File: config.mk
export PLATFORM = sky130hd
export DESIGN_NAME = branch_resolver
export DESIGN_NICKNAME = d
export VERILOG_FILES = /design/src/rtl/branch_resolver.sv
export SDC_FILE = /design/constraint.sdc
export NUM_CORES = 1
export LEC_CHECK = 0
export BUFFER_PORTS_ARGS = -buffer_cell sky130_fd_sc_hd__buf_2
export CAP_MARGIN = 5
export CORE_MARGIN = 5
export CORE_UTILIZATION = 50
export CTS_CLUSTER_DIAMETER = 30
export DETAILED_ROUTE_END_ITERATION = 7
export HOLD_SLACK_MARGIN = 0.15
export PLACE_DENSITY = 0.72
export SLEW_MARGIN = 0
export SYNTH_ARGS = -nofsm -noshare
export SYNTH_HDL_FRONTEND = slang
export SYNTH_SLANG_ARGS = --single-unit
File: constraint.sdc
create_clock -name clk -period 8.35 [get_ports clk]
set_input_delay 0.4175 -clock clk [delete_from_list [all_inputs] [get_ports clk]]
set_output_delay 0.4175 -clock clk [all_outputs]
set_load 0.01 [all_outputs]
File: src/rtl/branch_resolver.sv
// Branch resolver: accepts a conditional branch, drives the ALU to SUB, samples its flags
// after ALU_LAT wait cycles and returns taken / next-PC. Optional counters under BRANCH_STATS_EN.
module branch_resolver #(
    parameter int DATA_W  = 64,
    parameter int ALU_LAT = 1
) (
    input  logic              clk,
    input  logic              reset,
    input  logic              req_valid,
    output logic              req_ready,
    input  logic [2:0]        req_kind,
    input  logic [DATA_W-1:0] req_pc,
    input  logic [DATA_W-1:0] req_imm,
    output logic [2:0]        alu_funct,
    input  logic              alu_equal,
    input  logic              alu_less,
    input  logic              alu_overflow,
    output logic              resp_valid,
    input  logic              resp_ready,
    output logic              resp_taken,
    output logic [DATA_W-1:0] resp_next_pc,
    output logic              resp_illegal
`ifdef BRANCH_STATS_EN
    ,
    output logic [31:0]       stat_taken,
    output logic [31:0]       stat_not_taken,
    output logic [31:0]       stat_ovf
`endif
);

    typedef enum logic [1:0] {IDLE, WAIT, EVAL, RESP} state_t;

    localparam logic [2:0] FUNCT_SUM = 3'd0;
    localparam logic [2:0] FUNCT_SUB = 3'd2;
    localparam logic [2:0] KIND_BEQ  = 3'b000;
    localparam logic [2:0] KIND_BNE  = 3'b001;
    localparam logic [2:0] KIND_BLT  = 3'b100;
    localparam logic [2:0] KIND_BGE  = 3'b101;
    localparam logic [2:0] CNT_LAST  = 3'(ALU_LAT - 1);
    localparam logic [DATA_W-1:0] PC_STEP = DATA_W'(4);

    state_t            state_q, state_d;
    logic [2:0]        cnt_q, cnt_d;
    logic [2:0]        kind_q, kind_d;
    logic [DATA_W-1:0] pc_q, pc_d;
    logic [DATA_W-1:0] imm_q, imm_d;
    logic              taken_q, taken_d;
    logic              illegal_q, illegal_d;
    logic [DATA_W-1:0] next_pc_q, next_pc_d;
    logic              resp_valid_q, resp_valid_d;
    logic              req_ready_q, req_ready_d;
    logic [2:0]        alu_funct_q, alu_funct_d;
    logic              eval_taken;
    logic              eval_legal;

`ifdef BRANCH_STATS_EN
    logic [31:0] stat_taken_q, stat_taken_d;
    logic [31:0] stat_not_taken_q, stat_not_taken_d;
    logic [31:0] stat_ovf_q, stat_ovf_d;
`else
    logic unused_overflow;
    assign unused_overflow = alu_overflow;
`endif

    always_comb begin
        // NOTE: every variable gets a default first so no path through the case infers a latch.
        state_d      = state_q;
        cnt_d        = cnt_q;
        kind_d       = kind_q;
        pc_d         = pc_q;
        imm_d        = imm_q;
        taken_d      = taken_q;
        illegal_d    = illegal_q;
        next_pc_d    = next_pc_q;
        eval_taken   = 1'b0;
        eval_legal   = 1'b1;
`ifdef BRANCH_STATS_EN
        stat_taken_d     = stat_taken_q;
        stat_not_taken_d = stat_not_taken_q;
        stat_ovf_d       = stat_ovf_q;
`endif

        case (kind_q)
            KIND_BEQ: eval_taken = alu_equal;
            KIND_BNE: eval_taken = !alu_equal;
            KIND_BLT: eval_taken = alu_less;
            KIND_BGE: eval_taken = !alu_less;
            default:  eval_legal = 1'b0;
        endcase

        case (state_q)
            IDLE: begin
                if (req_valid) begin
                    kind_d  = req_kind;
                    pc_d    = req_pc;
                    imm_d   = req_imm;
                    cnt_d   = '0;
                    state_d = (ALU_LAT > 0) ? WAIT : EVAL;
                end
            end
            WAIT: begin
                if (cnt_q == CNT_LAST) begin
                    cnt_d   = '0;
                    state_d = EVAL;
                end else begin
                    cnt_d = cnt_q + 3'd1;
                end
            end
            EVAL: begin
                taken_d   = eval_taken;
                illegal_d = !eval_legal;
                next_pc_d = eval_taken ? (pc_q + imm_q) : (pc_q + PC_STEP);
                state_d   = RESP;
`ifdef BRANCH_STATS_EN
                if (eval_legal && eval_taken && stat_taken_q != '1)
                    stat_taken_d = stat_taken_q + 32'd1;
                if (eval_legal && !eval_taken && stat_not_taken_q != '1)
                    stat_not_taken_d = stat_not_taken_q + 32'd1;
                if (alu_overflow && stat_ovf_q != '1)
                    stat_ovf_d = stat_ovf_q + 32'd1;
`endif
            end
            RESP: begin
                if (resp_ready)
                    state_d = IDLE;
            end
            default: state_d = IDLE;
        endcase

        // Handshake and ALU select are registered from the next state so they change on edges only.
        req_ready_d  = (state_d == IDLE);
        resp_valid_d = (state_d == RESP);
        alu_funct_d  = (state_d == WAIT || state_d == EVAL) ? FUNCT_SUB : FUNCT_SUM;
    end

    always_ff @(posedge clk or posedge reset) begin
        if (reset) begin
            state_q      <= IDLE;
            cnt_q        <= '0;
            kind_q       <= '0;
            pc_q         <= '0;
            imm_q        <= '0;
            taken_q      <= 1'b0;
            illegal_q    <= 1'b0;
            next_pc_q    <= '0;
            resp_valid_q <= 1'b0;
            req_ready_q  <= 1'b1;
            alu_funct_q  <= FUNCT_SUM;
`ifdef BRANCH_STATS_EN
            stat_taken_q     <= '0;
            stat_not_taken_q <= '0;
            stat_ovf_q       <= '0;
`endif
        end else begin
            // NOTE: non-blocking assignments so every flop samples the pre-edge value of its inputs.
            state_q      <= state_d;
            cnt_q        <= cnt_d;
            kind_q       <= kind_d;
            pc_q         <= pc_d;
            imm_q        <= imm_d;
            taken_q      <= taken_d;
            illegal_q    <= illegal_d;
            next_pc_q    <= next_pc_d;
            resp_valid_q <= resp_valid_d;
            req_ready_q  <= req_ready_d;
            alu_funct_q  <= alu_funct_d;
`ifdef BRANCH_STATS_EN
            stat_taken_q     <= stat_taken_d;
            stat_not_taken_q <= stat_not_taken_d;
            stat_ovf_q       <= stat_ovf_d;
`endif
        end
    end

    assign req_ready    = req_ready_q;
    assign alu_funct    = alu_funct_q;
    assign resp_valid   = resp_valid_q;
    assign resp_taken   = taken_q;
    assign resp_next_pc = next_pc_q;
    assign resp_illegal = illegal_q;
`ifdef BRANCH_STATS_EN
    assign stat_taken     = stat_taken_q;
    assign stat_not_taken = stat_not_taken_q;
    assign stat_ovf       = stat_ovf_q;
`endif

endmodule

; After elaboration in Yosys (flattened, before gate mapping)
; Cells that the tools add are included.
[totals]
regBits = 206
latchBits = 0
mem_bits_rw = 0
romBits = 0
input_bits = 138
out_inout_bits = 71
word_cells = 47
n_memories = 0
[op_classes]
n_addsub = 3
mul = 0
div = 0
order_cmp = 0
eq_ne = 10
shift = 0
muxes = 11
n_bitwise = 0
n_reduce_logical = 12
[op_table]
columns = operator, n
row1 = $add A64 B3 Y64 const B, 1
row2 = $add A64 B64 Y64, 1
row3 = $mux W64, 1
row4 = $eq A2 B2 Y1 const B, 4
row5 = $mux W2, 4
row6 = $pmux W2 S4, 1
row7 = $eq A3 B3 Y1 const B, 2
row8 = $logic_not A3 Y1, 2
row9 = $mux W3, 2
row10 = $pmux W3 S2, 1
row11 = $eq A2 B1 Y1 const B, 2
row12 = $logic_not A2 Y1, 2
row13 = $pmux W1 S4, 1
row14 = $reduce_and A2 Y1, 2
row15 = $reduce_or A4 Y1, 1
row16 = $add A3 B1 Y3 const B, 1
row17 = $eq A3 B1 Y1 const B, 1
row18 = $logic_not A1 Y1, 3
row19 = $ne A2 B2 Y1 const B, 1
row20 = $reduce_bool A2 Y1, 1
row21 = $logic_or A1 B1 Y1, 1
row22 = $mux W1, 1

; Longest topological paths before layout
; Gate-level depths: netlist of the first run.
[logic_depth]
word_depth = 6
mapped_depth = 12

; Worst setup path after synthesis of the first run
; No wires, ideal clock.
[synth_path]
path_type = register -> register
from = register pc_q[0]
to = register next_pc_q[60] (netlist: resp_next_pc[60])
setup_ns = 0.134
arrival_time_ns = 2.720
required_time_ns = 8.216
path_slack_ns = 5.496
path_stages_with_launch = 13
period_less_slack_ns = 2.854
cell_sequence = dfrtp_1 > ha_1 > fa_1 > a21o_1 > a221oi_2 > nor3_1 > o21ai_1 > a211oi_1 > nor3b_1 > o21ai_1 > a31oi_1 > xor2_1 > o21ai_0
[synth_via]
elab_chain_len = 2
word_cells_on_any_way = 3
cone_classes = add/sub: 2 / mux: 1
[synth_lines]
columns = item, line
row1 = "start, declared", 45  ; logic [DATA_W-1:0] pc_q, pc_d;
row2 = "start signal, assigned", 159  ; pc_q <= pc_d;
row3 = $add A64 B3 Y64 / $add A64 B64 Y64 (equally long branches), 112  ; next_pc_d = eval_taken ? (pc_q + imm_q) : (pc_q + PC_STEP);
row4 = $mux W64 *, 112
row5 = "end signal, assigned", 163  ; next_pc_q <= next_pc_d;
row6 = "end, declared", 49  ; logic [DATA_W-1:0] next_pc_q, next_pc_d;
; Mark *: on every way between the ends. The rest lies on a longest branch, timed or not.
; A chain may end at the register's enable or synchronous reset.

; Final worst setup path of the first run
; Same ends and word-level chain as after synthesis.

==> run_results.csv, run 1 <==
group,metric,value,unit
die,core-area,25900,sq um
drt,drt.antenna.violating_nets,0,
power,p_switching,3.66,mW
drt,drc,0,
power,seqPwrFrac,24.0,%
die,die-area,29400,sq um
clock_network,root_buffer,"clkbuf_16",
drt,firstDrtPassIters,5,
clock_network,ctsResizeCount,0,
finish,layout_common_cells,"buf_2, dfrtp_1, nand2_1",
power,p_int,4.63,mW
finish,synthToLayoutAreaGrowth,31.2,%
clock_network,cts_sinks,205,
finish,drive_gt1_share,25.7,%
finish,multi_input_area,7560,sq um
timing,finalCriticalPeriod,3.73,ns
timing,rsz0062_at_grt,"false",
finish,fillerInstances,2050,
drt,dr_total_vias,12100,
timing,slew-limit-headroom,21.6,%
synthesis,synth_edf_count,0,
power,comb_power_share,54.9,%
finish,final_common_cell,"buf_2",
setup_path,worstPathRequired,8.70,ns
worst_hold_path,hold_path_depth,2,
worst_hold_path,hp-class,"in -> reg",
clock_network,cts_tree,"yes",
placed_design,port_buffers,205,
power,power_density,484,nW/um^2
setup_path,criticalPathCategory,"reg -> reg",
grt,track_usage,26.9,%
clock_network,numCtsBuffers,45,
synthesis,synth_warnings,0,
synthesis,async_flop_share,100,%
timing,drv_slew,0,
synthesis,synth_cell_types,69,
setup_path,startpoint_type,"flop",
die,chipWidth,172,microns
die,rows,59,
grt,grt_pass1_vias,12200,
power,clock_power_share,21.1,%
timing,post-route-period-util,44.7,%
placed_design,dp_hpwl,26.9,mm
power,p_leak,7.63,nW
timing,hold_violations,0,
power,power.total,8.29,mW
setup_path,arrival,4.08,ns
timing,worstMarginPinSlew,1.17,ns
setup_path,cp_max_fo,4,
timing,setup_tns,0,ns
drt,routed_wl,39.8,mm
finish,antenna_cells,0,
run_status,status,"complete, no violations",
flow_run,drv_cap,0,
drt,wl_per_cell,19.1,microns
power,vdd_ir_drop_max,347,uV
grt,grt_max_degree,84,
synthesis,avgSynthCellArea,9.38,sq um
setup_path,ff2ff_path_depth,12,
drt,drtIter0Drc,1051,
grt,grt_pass1_wl,63.6,mm
finish,fin_util,66.1,%
timing,fin_skew,0.0207,ns
clock_network,insertion_delay,0.53,ns
placed_design,place_congestion,0.955,
clock_network,clkTransAtPathRegs,0.04,ns
synthesis,ys_ff_latch,205,
finish,register_area,5130,sq um
clock_network,cts_buffer_depth,3,
synthesis,synth_flop_cell,"dfrtp_1",
die,die_h,172,microns
die,initial_core_util,50.4,%
synthesis,syn_inst,1392,
synthesis,seq_area_frac_synth,39.3,%
power,switching_share,44.2,%
clock_network,htree_levels,2,
timing,fmax,268,MHz
setup_path,r2r_setup_slack,4.62,ns
drt,viasPerCell,5.79,
grt,antenna_found_initial,0,
die,io-pin-count,209,
setup_path,cp-end-kind,"flop",
finish,final_nets,1918,
grt,grt.overflow.total,0,
synthesis,netlist_area,13100,sq um
timing,setup_viol,0,
==> metal layers <==
layer	vias to the layer above	wire length (microns)	GRT usage, %
met2	491	18300	43.8
met5	-	0	0
li1	5675	-	-
met1	5785	17200	36.2
met3	106	2930	5.01
met4	0	1400	9.78
==> logic make-up after synthesis <==
logic type,Yosys count,synth area share [%]
other,1,0.0287
flip-flops,205,39.3
XOR/XNOR,110,7.38
multiplexers,135,11.6
AND/OR/NAND/NOR,407,14.8
buffers and inverters,96,2.90
AO/OA/AOI/OAI,369,17.3
adder cells (fa/ha/maj),69,6.67
==> synthesized netlist by cell type (3+ instances only) <==
master	number	area share, %
dfrtp_1	204	39
a31oi_1	19	0.91
clkbuf_1	62	1.8
nor3b_1	3	0.17
a211oi_1	4	0.23
a21oi_1	125	4.8
o21ai_1	11	0.42
a21o_1	25	1.4
o21ai_0	90	3.5
nand3_1	38	1.5
a211o_1	4	0.27
nand2_1	150	4.3
nor2b_1	10	0.48
or3_1	7	0.34
xnor2_1	61	4.1
ha_1	68	6.5
o221ai_1	4	0.27
nor4_1	5	0.24
inv_1	23	0.66
xor2_1	49	3.3
o21a_1	16	0.92
a221o_1	5	0.38
nand2b_1	9	0.43
nor2_1	90	2.6
and2_1	10	0.48
a221oi_1	6	0.40
and4_1	5	0.34
o211ai_1	4	0.23
and3_1	23	1.1
o22ai_1	11	0.53
mux2_2	133	11
o21bai_1	13	0.75
nand4_1	26	1.2
nor3_1	17	0.65
o2111ai_1	3	0.20
buf_2	8	0.31
a22oi_1	8	0.46
==> power groups by stage <==
| stage | sequential (mW) | clock (mW) | combinational [mW] |
|---|---|---|---|
| global route | 2.06 | 1.82 | 5.05 |
| finish | 1.99 | 1.75 | 4.55 |
| detailed placement | 1.99 | 0 | 4.39 |
| CTS | 1.98 | 1.77 | 4.48 |
| floorplan | 1.90 | 0 | 3.29 |
| global placement | 1.97 | 0 | 4.32 |
==> sequential cells by signal, indices dropped and copies added, names as in the netlist, 2 cells and up <==
register,cells
imm_q,64
cnt_q,3
pc_q,64
resp_next_pc,64
kind_q,3
state_q,2
==> critical path, cell delays in order, from the launching register on <==
cell	delay, ns
dfrtp_1	0.39
ha_1	0.25
fa_1	0.41
a21o_1	0.22
a221oi_2	0.39
nor3_1	0.15
o21ai_1	0.36
a211oi_1	0.22
nor3b_1	0.38
o21ai_1	0.23
a31oi_1	0.26
xor2_1	0.19
o21ai_0	0.10
==> final cells by class <==
cell class / count / share of cell area (%)
repair buffers: 344 / 13.9
inverters: 23 / 0.548
flip-flops and latches: 205 / 30.0
clock inverters: 18 / 1.09
clock buffers: 64 / 7.83
multi-input cells: 1092 / 44.2
well taps: 335 / 2.45
==> stage by stage <==
step | cell area, sq um | cells | setup slack (ns) | hold WS [ns]
2_1_floorplan | 13100 | 1393 | 2.34 | 0.471
3_3_place_gp | 14300 | 1872 | 4.74 | 0.461
3_5_place_dp | 14300 | 1872 | 4.74 | 0.468
4_1_cts | 17100 | 2081 | 4.73 | 0.150
5_1_grt | 17100 | 2081 | 4.48 | 0.166
6_report | 17100 | 2081 | 4.62 | 0.169
==> repair_timing <==
action,CTS,global route
setup buffers,0,0
endpoints found under the hold margin,206,0
hold buffers,127,0
==> path summary, 6_finish.rpt <==
| path | startpoint | to |
|---|---|---|
| worst max register to register | pc_q[0] | resp_next_pc[60] |
| worst min-delay path | req_kind[1] | kind_q[1] |
| worst max-delay path | pc_q[0] | resp_next_pc[60] |
| max in group asynchronous | reset | pc_q[38] |
| worst min register to register | resp_next_pc[30] | resp_next_pc[30] |
| min in group asynchronous | reset | pc_q[9] |
No activity file was read; power rests on OpenSTA's default activity.
==> run 2, diff against run 1 <==
--- a/config.mk
+++ b/config.mk
@@ -12,7 +12,7 @@
 export CTS_CLUSTER_DIAMETER = 30
 export DETAILED_ROUTE_END_ITERATION = 7
 export HOLD_SLACK_MARGIN = 0.15
-export PLACE_DENSITY = 0.72
+export PLACE_DENSITY = 0.75
 export SLEW_MARGIN = 0
 export SYNTH_ARGS = -nofsm -noshare
 export SYNTH_HDL_FRONTEND = slang
==> constraint.sdc (replaced) <==
create_clock -name clk -period 3.2 [get_ports clk]
set_input_delay 0.16 -clock clk [delete_from_list [all_inputs] [get_ports clk]]
set_output_delay 0.16 -clock clk [all_outputs]
set_load 0.01 [all_outputs]
==> run_results.csv, run 2 (synthesized netlist as in run 1, its figures left out) <==
group,metric,value,unit
setup_path,cp_max_fo,5,
drt,dr_total_vias,12400,
setup_path,cpMostUsedCell,"a21oi_1",
clock_network,insertion_delay,0.54,ns
timing,drv_slew,0,
timing,fin_skew,0.0242,ns
setup_path,cpMaxStageDelayCell,"dfrtp_1",
setup_path,path_buf_inv,1,
timing,slew-limit-headroom,22.1,%
setup_path,cp_slowest_stage_delay,0.44,ns
placed_design,dp_hpwl,28.6,mm
finish,layout_common_cells,"buf_2, dfrtp_1, nand2_1",
clock_network,htree_levels,2,
drt,wl_per_cell,19.9,microns
grt,grt_util_met2,48.6,%
finish,final_cell_count_no_fill,2164,
finish,fillerInstances,1893,
die,io-pin-count,209,
timing,hold_violations,0,
setup_path,critical_path.top_delay_family,"simple AND/OR/NAND/NOR gates",
drt,drt.antenna.violating_nets,0,
setup_path,startpoint_type,"flop",
timing,finalCriticalPeriod,3.03,ns
clock_network,cts_tree,"yes",
placed_design,place_inst,1940,
clock_network,clkTransAtPathRegs,0.05,ns
setup_path,criticalPathCategory,"reg -> reg",
worst_hold_path,hp-class,"in -> async",
grt,met3_usage,4.23,%
grt,grt_pass1_wl,67.6,mm
drt,drtIter0Drc,1038,
clock_network,cts_sinks,205,
power,vdd_ir_drop_max,836,uV
finish,final_nets,1999,
flow_run,drv_cap,0,
power,power_density,1290,nW/um^2
die,rows,59,
die,chipWidth,172,microns
grt,track_usage,28.7,%
placed_design,pre_cts_ws,0.0584,ns
timing,setup_viol,0,
drt,drc,0,
setup_path,arrival,3.47,ns
timing,rsz0062_at_grt,"true",
drt,routed_wl,43.1,mm
timing,setup_ws,0.167,ns
setup_path,crit_chain,"ha_1 -> a21o_1 -> a21oi_1 -> or3b_1 -> a31oi_1 -> nor3_2 -> buf_4 -> or3_1 -> nor4_2 -> a21boi_1 -> xnor2_1 -> a21oi_1",
setup_path,cp-end-kind,"flop",
drt,firstDrtPassIters,5,
drt,viasPerCell,5.71,
finish,antenna_cells,0,
clock_network,root_buffer,"clkbuf_16",
placed_design,place_congestion,0.957,
placed_design,port_buffers,205,
setup_path,worstPathRequired,3.64,ns
finish,synthToLayoutAreaGrowth,37.6,%
clock_network,cts_buffer_depth,3,
die,die_h,172,microns
finish,drive_gt1_share,30.0,%
die,die-area,29400,sq um
timing,post-route-period-util,94.8,%
grt,grt.overflow.total,0,
grt,use_met1,37.5,%
grt,grt_max_degree,133,
clock_network,numCtsBuffers,46,
run_status,status,"complete, no violations",
grt,grt_pass1_vias,12800,
timing,fmax,330,MHz
die,core-area,25900,sq um
grt,grt_busiest_layer,"met2",
power,p_leak,8.07,nW
finish,final_common_cell,"buf_2",
timing,worstMarginPinSlew,1.16,ns
setup_path,r2r_setup_slack,0.17,ns
die,initial_core_util,50.4,%
grt,antenna_found_initial,0,
## run 2: metal layers
layer / part of all wire (%) / vias to the layer above / wire length, microns
met2: 48 / 462 / 20700
met5: 0 / - / 0
li1: - / 5844 / -
met3: 6.5 / 96 / 2790
met1: 42 / 5955 / 18200
met4: 3.2 / 0 / 1380
## run 2: final cells by class
cell class                 count  area (sq um)  area share, %
timing repair buffer         424          3040           16.9
clock buffer                  53          1270           7.08
tap                          335           419           2.33
multi-input combinational   1092          7650           42.6
inverter                      23          90.1          0.502
sequential                   205          5130           28.6
clock inverter                32           348           1.94
## run 2: final timing paths
check | endpoint | cells past startpoint | from
setup reg to reg | resp_next_pc[45] | 12 | pc_q[22]
min in group clk | resp_next_pc[53] | 6 | alu_equal
hold reg to reg | resp_next_pc[4] | 2 | resp_next_pc[4]
setup / recovery | resp_next_pc[45] | 12 | pc_q[22]
hold / removal | pc_q[6] | 4 | reset
max in group asynchronous | pc_q[32] | 4 | reset
## run 2: per-stage QoR
| step | hold WS, ns | TNS (ns) | cell area [sq um] | util [%] | total power, mW |
|---|---|---|---|---|---|
| global placement | 0.391 | 0 | 14900 | 57.4 | 17.3 |
| floorplan | 0.277 | 0 | 13100 | - | 13.5 |
| global route | 0.400 | -0.0624 | 18000 | 69.3 | 24.7 |
| CTS | 0.325 | 0 | 17800 | 68.8 | 22.7 |
| finish | 0.383 | 0 | 18000 | 69.3 | 23.2 |
| detailed placement | 0.395 | 0 | 14900 | 57.4 | 17.5 |
## run 2: repair_timing
action,4_1_cts,5_1_grt
hold buffers,134,0
resized for setup,1,19
setup endpoints to repair,1,21
hold endpoints to repair,342,0
setup buffers,0,5
pin swaps,0,8
## run 2: power by group
| group | switching, mW | internal, mW |
|---|---|---|
| logic | 7.41 | 5.80 |
| clock network | 1.62 | 3.28 |
| registers | 1.14 | 3.91 |
| total | 10.2 | 13.0 |
## run 2: worst min-delay path: cells and delay by family
family / cells / cell delay, ns
buffers and inverters: 4 / 1.22
